$ cat src/rtl/ace_pkg.sv
// Shared types and constants for the I-cache refill controller.
//   refill_state_t : refill sequencer states
//   ACE_LINE_W     : I-cache line width in bits (eight 32-bit instructions)
//   ACE_LINE_OFF   : byte-offset bits within a line
//   ACE_BEAT_W     : default memory beat width
//   ACE_LINE_BEATS : default beats per line
package ace_pkg;

    localparam int unsigned ACE_LINE_W     = 256;
    localparam int unsigned ACE_LINE_OFF   = 5;
    localparam int unsigned ACE_BEAT_W     = 64;
    localparam int unsigned ACE_LINE_BEATS = 4;

    typedef enum logic [2:0] {
        StIdle,
        StReq,
        StResp,
        StFill,
        StDrain
    } refill_state_t;

endpackage

$ cat src/rtl/ace_icache_refill_ctrl.sv
// I-cache line refill sequencer.
// Captures a fetch-miss address, issues one line read to memory, assembles
// LINE_BEATS data beats into a line and strobes it into the I-cache array.
// A retire flush abandons the refill; beats already granted are drained.
// Ports:
//   clock, reset_n       : clock, asynchronous active-low reset
//   icache_miss_i/pc     : miss request and fetch PC from the I-cache
//   retire_flush_i       : pipeline flush from retire
//   mem_req/addr/gnt     : line read request handshake
//   mem_rvalid/rdata     : returned data beats
//   refill_we/addr/line  : one-cycle line write into the I-cache array
//   icache_stall_o       : stall to fetch
//   refill_busy_o        : sequencer not idle
module ace_icache_refill_ctrl
    import ace_pkg::*;
#(
    parameter int unsigned ADDR_W     = 64,
    parameter int unsigned BEAT_W     = ACE_BEAT_W,
    parameter int unsigned LINE_BEATS = ACE_LINE_BEATS,
    localparam int unsigned LINE_W    = BEAT_W * LINE_BEATS
) (
    input  logic              clock,
    input  logic              reset_n,
    input  logic              icache_miss_i,
    input  logic [ADDR_W-1:0] miss_pc_i,
    input  logic              retire_flush_i,
    output logic              mem_req_o,
    output logic [ADDR_W-1:0] mem_addr_o,
    input  logic              mem_gnt_i,
    input  logic              mem_rvalid_i,
    input  logic [BEAT_W-1:0] mem_rdata_i,
    output logic              refill_we_o,
    output logic [ADDR_W-1:0] refill_addr_o,
    output logic [LINE_W-1:0] refill_line_o,
    output logic              icache_stall_o,
    output logic              refill_busy_o
);

    localparam int unsigned CntW = $clog2(LINE_BEATS);
    localparam logic [CntW-1:0] LastBeat = CntW'(LINE_BEATS - 1);

    refill_state_t state_q, state_d;
    logic [CntW-1:0] cnt_q, cnt_d;
    logic [ADDR_W-1:0] addr_q, addr_d;
    logic [LINE_BEATS-1:0][BEAT_W-1:0] line_q, line_d;

    // Offset bits of the PC never reach the line address.
    logic unused_pc_off;
    assign unused_pc_off = ^miss_pc_i[ACE_LINE_OFF-1:0];

    always_comb begin
        state_d     = state_q;
        cnt_d       = cnt_q;
        addr_d      = addr_q;
        line_d      = line_q;
        refill_we_o = 1'b0;

        unique case (state_q)
            StIdle: begin
                if (icache_miss_i && !retire_flush_i) begin
                    addr_d  = {miss_pc_i[ADDR_W-1:ACE_LINE_OFF], {ACE_LINE_OFF{1'b0}}};
                    cnt_d   = '0;
                    state_d = StReq;
                end
            end
            StReq: begin
                // A grant in the flush cycle commits the bus, so its beats must be drained.
                if (mem_gnt_i) begin
                    state_d = retire_flush_i ? StDrain : StResp;
                end else if (retire_flush_i) begin
                    state_d = StIdle;
                end
            end
            StResp: begin
                if (mem_rvalid_i) begin
                    line_d[cnt_q] = mem_rdata_i;
                    cnt_d         = cnt_q + 1'b1;
                end
                if (mem_rvalid_i && cnt_q == LastBeat) begin
                    // Last beat already arrived: nothing left to drain on a flush.
                    state_d = retire_flush_i ? StIdle : StFill;
                end else if (retire_flush_i) begin
                    state_d = StDrain;
                end
            end
            StFill: begin
                refill_we_o = !retire_flush_i;
                state_d     = StIdle;
            end
            StDrain: begin
                if (mem_rvalid_i) begin
                    cnt_d = cnt_q + 1'b1;
                    if (cnt_q == LastBeat) begin
                        state_d = StIdle;
                    end
                end
            end
            default: state_d = StIdle;
        endcase
    end

    always_ff @(posedge clock or negedge reset_n) begin
        if (!reset_n) begin
            state_q <= StIdle;
            cnt_q   <= '0;
            addr_q  <= '0;
            line_q  <= '0;
        end else begin
            state_q <= state_d;
            cnt_q   <= cnt_d;
            addr_q  <= addr_d;
            line_q  <= line_d;
        end
    end

    assign mem_req_o      = (state_q == StReq);
    assign mem_addr_o     = addr_q;
    assign refill_addr_o  = addr_q;
    assign refill_line_o  = line_q;
    assign refill_busy_o  = (state_q != StIdle);
    // DRAIN belongs to the abandoned stream and must not stall the redirected one.
    assign icache_stall_o = icache_miss_i ||
                            (state_q inside {StReq, StResp, StFill});

    // Beats are only legal while a granted read is outstanding.
    a_rvalid_legal: assert property (@(posedge clock) disable iff (!reset_n)
        mem_rvalid_i |-> (state_q inside {StResp, StDrain}));

endmodule

$ cat config.mk
export PLATFORM = sky130hd
export DESIGN_NAME = ace_icache_refill_ctrl
export DESIGN_NICKNAME = d
export VERILOG_FILES = /design/src/rtl/ace_pkg.sv /design/src/rtl/ace_icache_refill_ctrl.sv
export SDC_FILE = /design/constraint.sdc
export NUM_CORES = 1
export LEC_CHECK = 0
export CAP_MARGIN = 10
export CORE_AREA = 5 5 200 202
export DETAILED_ROUTE_END_ITERATION = 8
export DIE_AREA = 0 0 205 207
export PLACE_DENSITY = 0.76
export SLEW_MARGIN = 20
export SYNTH_ARGS = -nofsm -noshare
export SYNTH_HDL_FRONTEND = slang
export SYNTH_SLANG_ARGS = --single-unit
$ cat constraint.sdc
create_clock -name clock -period 2.1 [get_ports clock]
set_input_delay 0.42 -clock clock [delete_from_list [all_inputs] [get_ports clock]]
set_output_delay 0.42 -clock clock [all_outputs]
set_load 0.1 [all_outputs]
==> flow_summary_export.csv <==
group,metric,value,unit
global_route,grt_max_degree,56,
route,highest-signal-layer,"met4",
layout,final_cells,1809,
floorplan,die_y,207,um
place,dp.cells,1741,
setup_path,path_max_fanout,9,
logic_synthesis,ys_ff_latch,320,
place,detailed_place_hpwl,26600,um
timing,finalCritPeriodShare,0.965,
floorplan,start_util,0.333,
timing,hold_violations,0,
route,wirelength,35700,um
run_status,outcome,"complete, no violations",
floorplan,core-area,0.0381,mm^2
timing,clock_skew,0.0192,ns
route,met2_length,17900,um
floorplan,ios,522,
clock_tree,path_clk_slew,0.06,ns
layout,regArea,0.00801,mm^2
timing,slew_viol_final,0,
route,wl_met1,13400,um
clock_tree,cts.sinks,320,
timing,setup_viol,0,
route,met3_length,3330,um
timing,min_period,2.03,ns
setup_path,worstSetupEndpointType,"output pin",
logic_synthesis,post_synth.cell_area_avg,16.2,um^2
global_route,grt-ovfl-total,0,
logic_synthesis,ys_types,30,
layout,area_delta_synth_final,44.7,%
global_route,first_global_vias,8901,
global_route,grtUsageTotal,0.164,
route,antenna_left,0,
logic_synthesis,ys_seq_area_frac,0.630,
job,drv_cap,0,
clock_tree,worstSkewPairLatency,0.53,ns
logic_synthesis,synthesis.area,0.0127,mm^2
layout,diodes,0,
route,vias_per_cell,4.51,
setup_path,crit_path_start_kind,"flip-flop",
global_route,antenna_found_initial,0,
setup_path,timing_worst_setup_path_type,"flip-flop to output pin",
clock_tree,clockBufferDepth,3,
layout,final_nets,1405,
logic_synthesis,postSynthCellCount,782,
global_route,grt_first_pass_wirelength,54500,um
setup_path,arrival,1.61,ns
layout,utilization,0.482,
timing,timing.fmax,494,MHz
place,place_congestion,0.770,
layout,final_layout_size_suffix_gt1_frac,0.617,
clock_tree,cts_tree,"done",
route,num_vias,8150,
setup_path,crit_required,1.68,ns
place,io_buffer_count,506,
route,drt_iter0_drc,223,
timing,finalSetupTns,0,ns
clock_tree,h-tree-depth,2,
layout,nFillCells,3321,
floorplan,die_w,205,um
route,drcViolationCount,0,
route,dr.pass1.iters,4,
clock_tree,cts-root-buf,"clkbuf_16",
clock_tree,numCtsBuffers,36,
layout,multi_input_area,0.00391,mm^2
timing,holdWs,0.434,ns
logic_synthesis,yosys_warnings,0,
route,wire_per_inst,19.7,um
floorplan,rows,72,
hold_path,worstHoldPathType,"primary input to asynchronous set/reset pin",
floorplan,die-area,0.0424,mm^2
[final cells by class]
class                      count  share of cell area
multi-input combinational    365               0.213
sequential                   320               0.436
clock inverter                10             0.00708
clock buffer                  52              0.0578
inverter                       4            0.000817
tap                          518              0.0353
timing repair buffer         540               0.251
[worst max-delay path, stage by stage (launching register included)]
cell     delay (ns)
dfrtp_2        0.43
inv_1          0.10
nor3_2         0.31
buf_12         0.22
[synthesized netlist by cell type]
cell type,n,area share
nand3_2,1,0.00079
and3_1,1,0.00049
ha_1,4,0.0039
nor2_2,1,0.00049
buf_6,25,0.022
a21oi_1,3,0.0012
nand2_1,2,0.00059
conb_1,1,0.00030
o21ai_0,4,0.0016
buf_4,69,0.041
and4bb_4,1,0.0013
a31oi_1,3,0.0015
mux2_2,311,0.28
nand2b_1,3,0.0015
inv_1,4,0.0012
nor2b_1,1,0.00049
xor2_1,1,0.00069
dfrtp_1,320,0.63
o211ai_1,2,0.0012
nor3_1,1,0.00039
buf_2,7,0.0028
nand2_2,4,0.0020
nand3_1,3,0.0012
mux2_4,4,0.0047
and3b_1,1,0.00069
clkbuf_1,1,0.00030
or2_2,1,0.00049
o22ai_1,1,0.00049
nor2_1,1,0.00030
or3_1,1,0.00049
[flip-flops by register name, indices dropped and copies added, names as in the netlist]
register / flops
cnt_q: 2
state_q: 3
mem_addr_o: 59
refill_line_o: 256
[cell families after synthesis]
family | share of synthesized area
flops | 0.630
mux | 0.280
buf+inv | 0.0672
simple gates | 0.0111
compound gates | 0.00591
fa+ha+maj | 0.00394
other cells | 0.000295
xor+xnor | 0.000690
[worst paths after layout]
path	startpoint	end	slack, ns	depth (start not counted)
max	state_q[0]$_DFFE_PN0P_	mem_req_o	0.07	3
max in group asynchronous	reset_n	mem_addr_o[24]$_DFFE_PN0P_	0.91	3
min reg2reg	refill_line_o[112]$_DFFE_PN0P_	refill_line_o[112]$_DFFE_PN0P_	0.50	1
min in group clock	refill_line_o[112]$_DFFE_PN0P_	refill_line_o[112]$_DFFE_PN0P_	0.50	1
min	reset_n	refill_line_o[237]$_DFFE_PN0P_	0.43	2
max reg2reg	state_q[2]$_DFFE_PN0P_	refill_line_o[227]$_DFFE_PN0P_	0.26	5
[per-stage QoR]
stage | cell area (um^2) | setup WS (ns)
CTS | 18300 | -0.0402
finish | 18400 | 0.0742
detailed placement | 17100 | 0.0632
floorplan | 12700 | -0.116
global route | 18400 | -0.0103
global placement | 17100 | 0.0962
[layout by cell type, fill, tap and decap left out, types with 4 or more instances in the layout]
cell and instances:
mux2_2 311, clkbuf_1 7, mux2_4 4, clkdlybuf4s50_1 127, inv_1 4, buf_12 18, ha_1 4, dfrtp_1 317
clkbuf_8 8, nand2_4 4, clkbuf_16 37, conb_1 10, buf_4 393, clkinv_2 5
[metal layers]
metal  GRT usage  vias to the layer above
met2       0.280                      329
li1            -                     3632
met1       0.191                     4126
met3      0.0574                       63
met4      0.0605                        0
met5           0                        -
[timing repair]
action	in CTS	in global routing
endpoints found under the setup margin	4	3
hold buffers	1	0
buffers inserted	0	5
gates resized for setup	2	3
hold endpoints to repair	41	0
Power of run 1 is left out: the tool's default activity adds up to more than one toggle a clock period on the data nets, which glitch-free logic cannot reach.
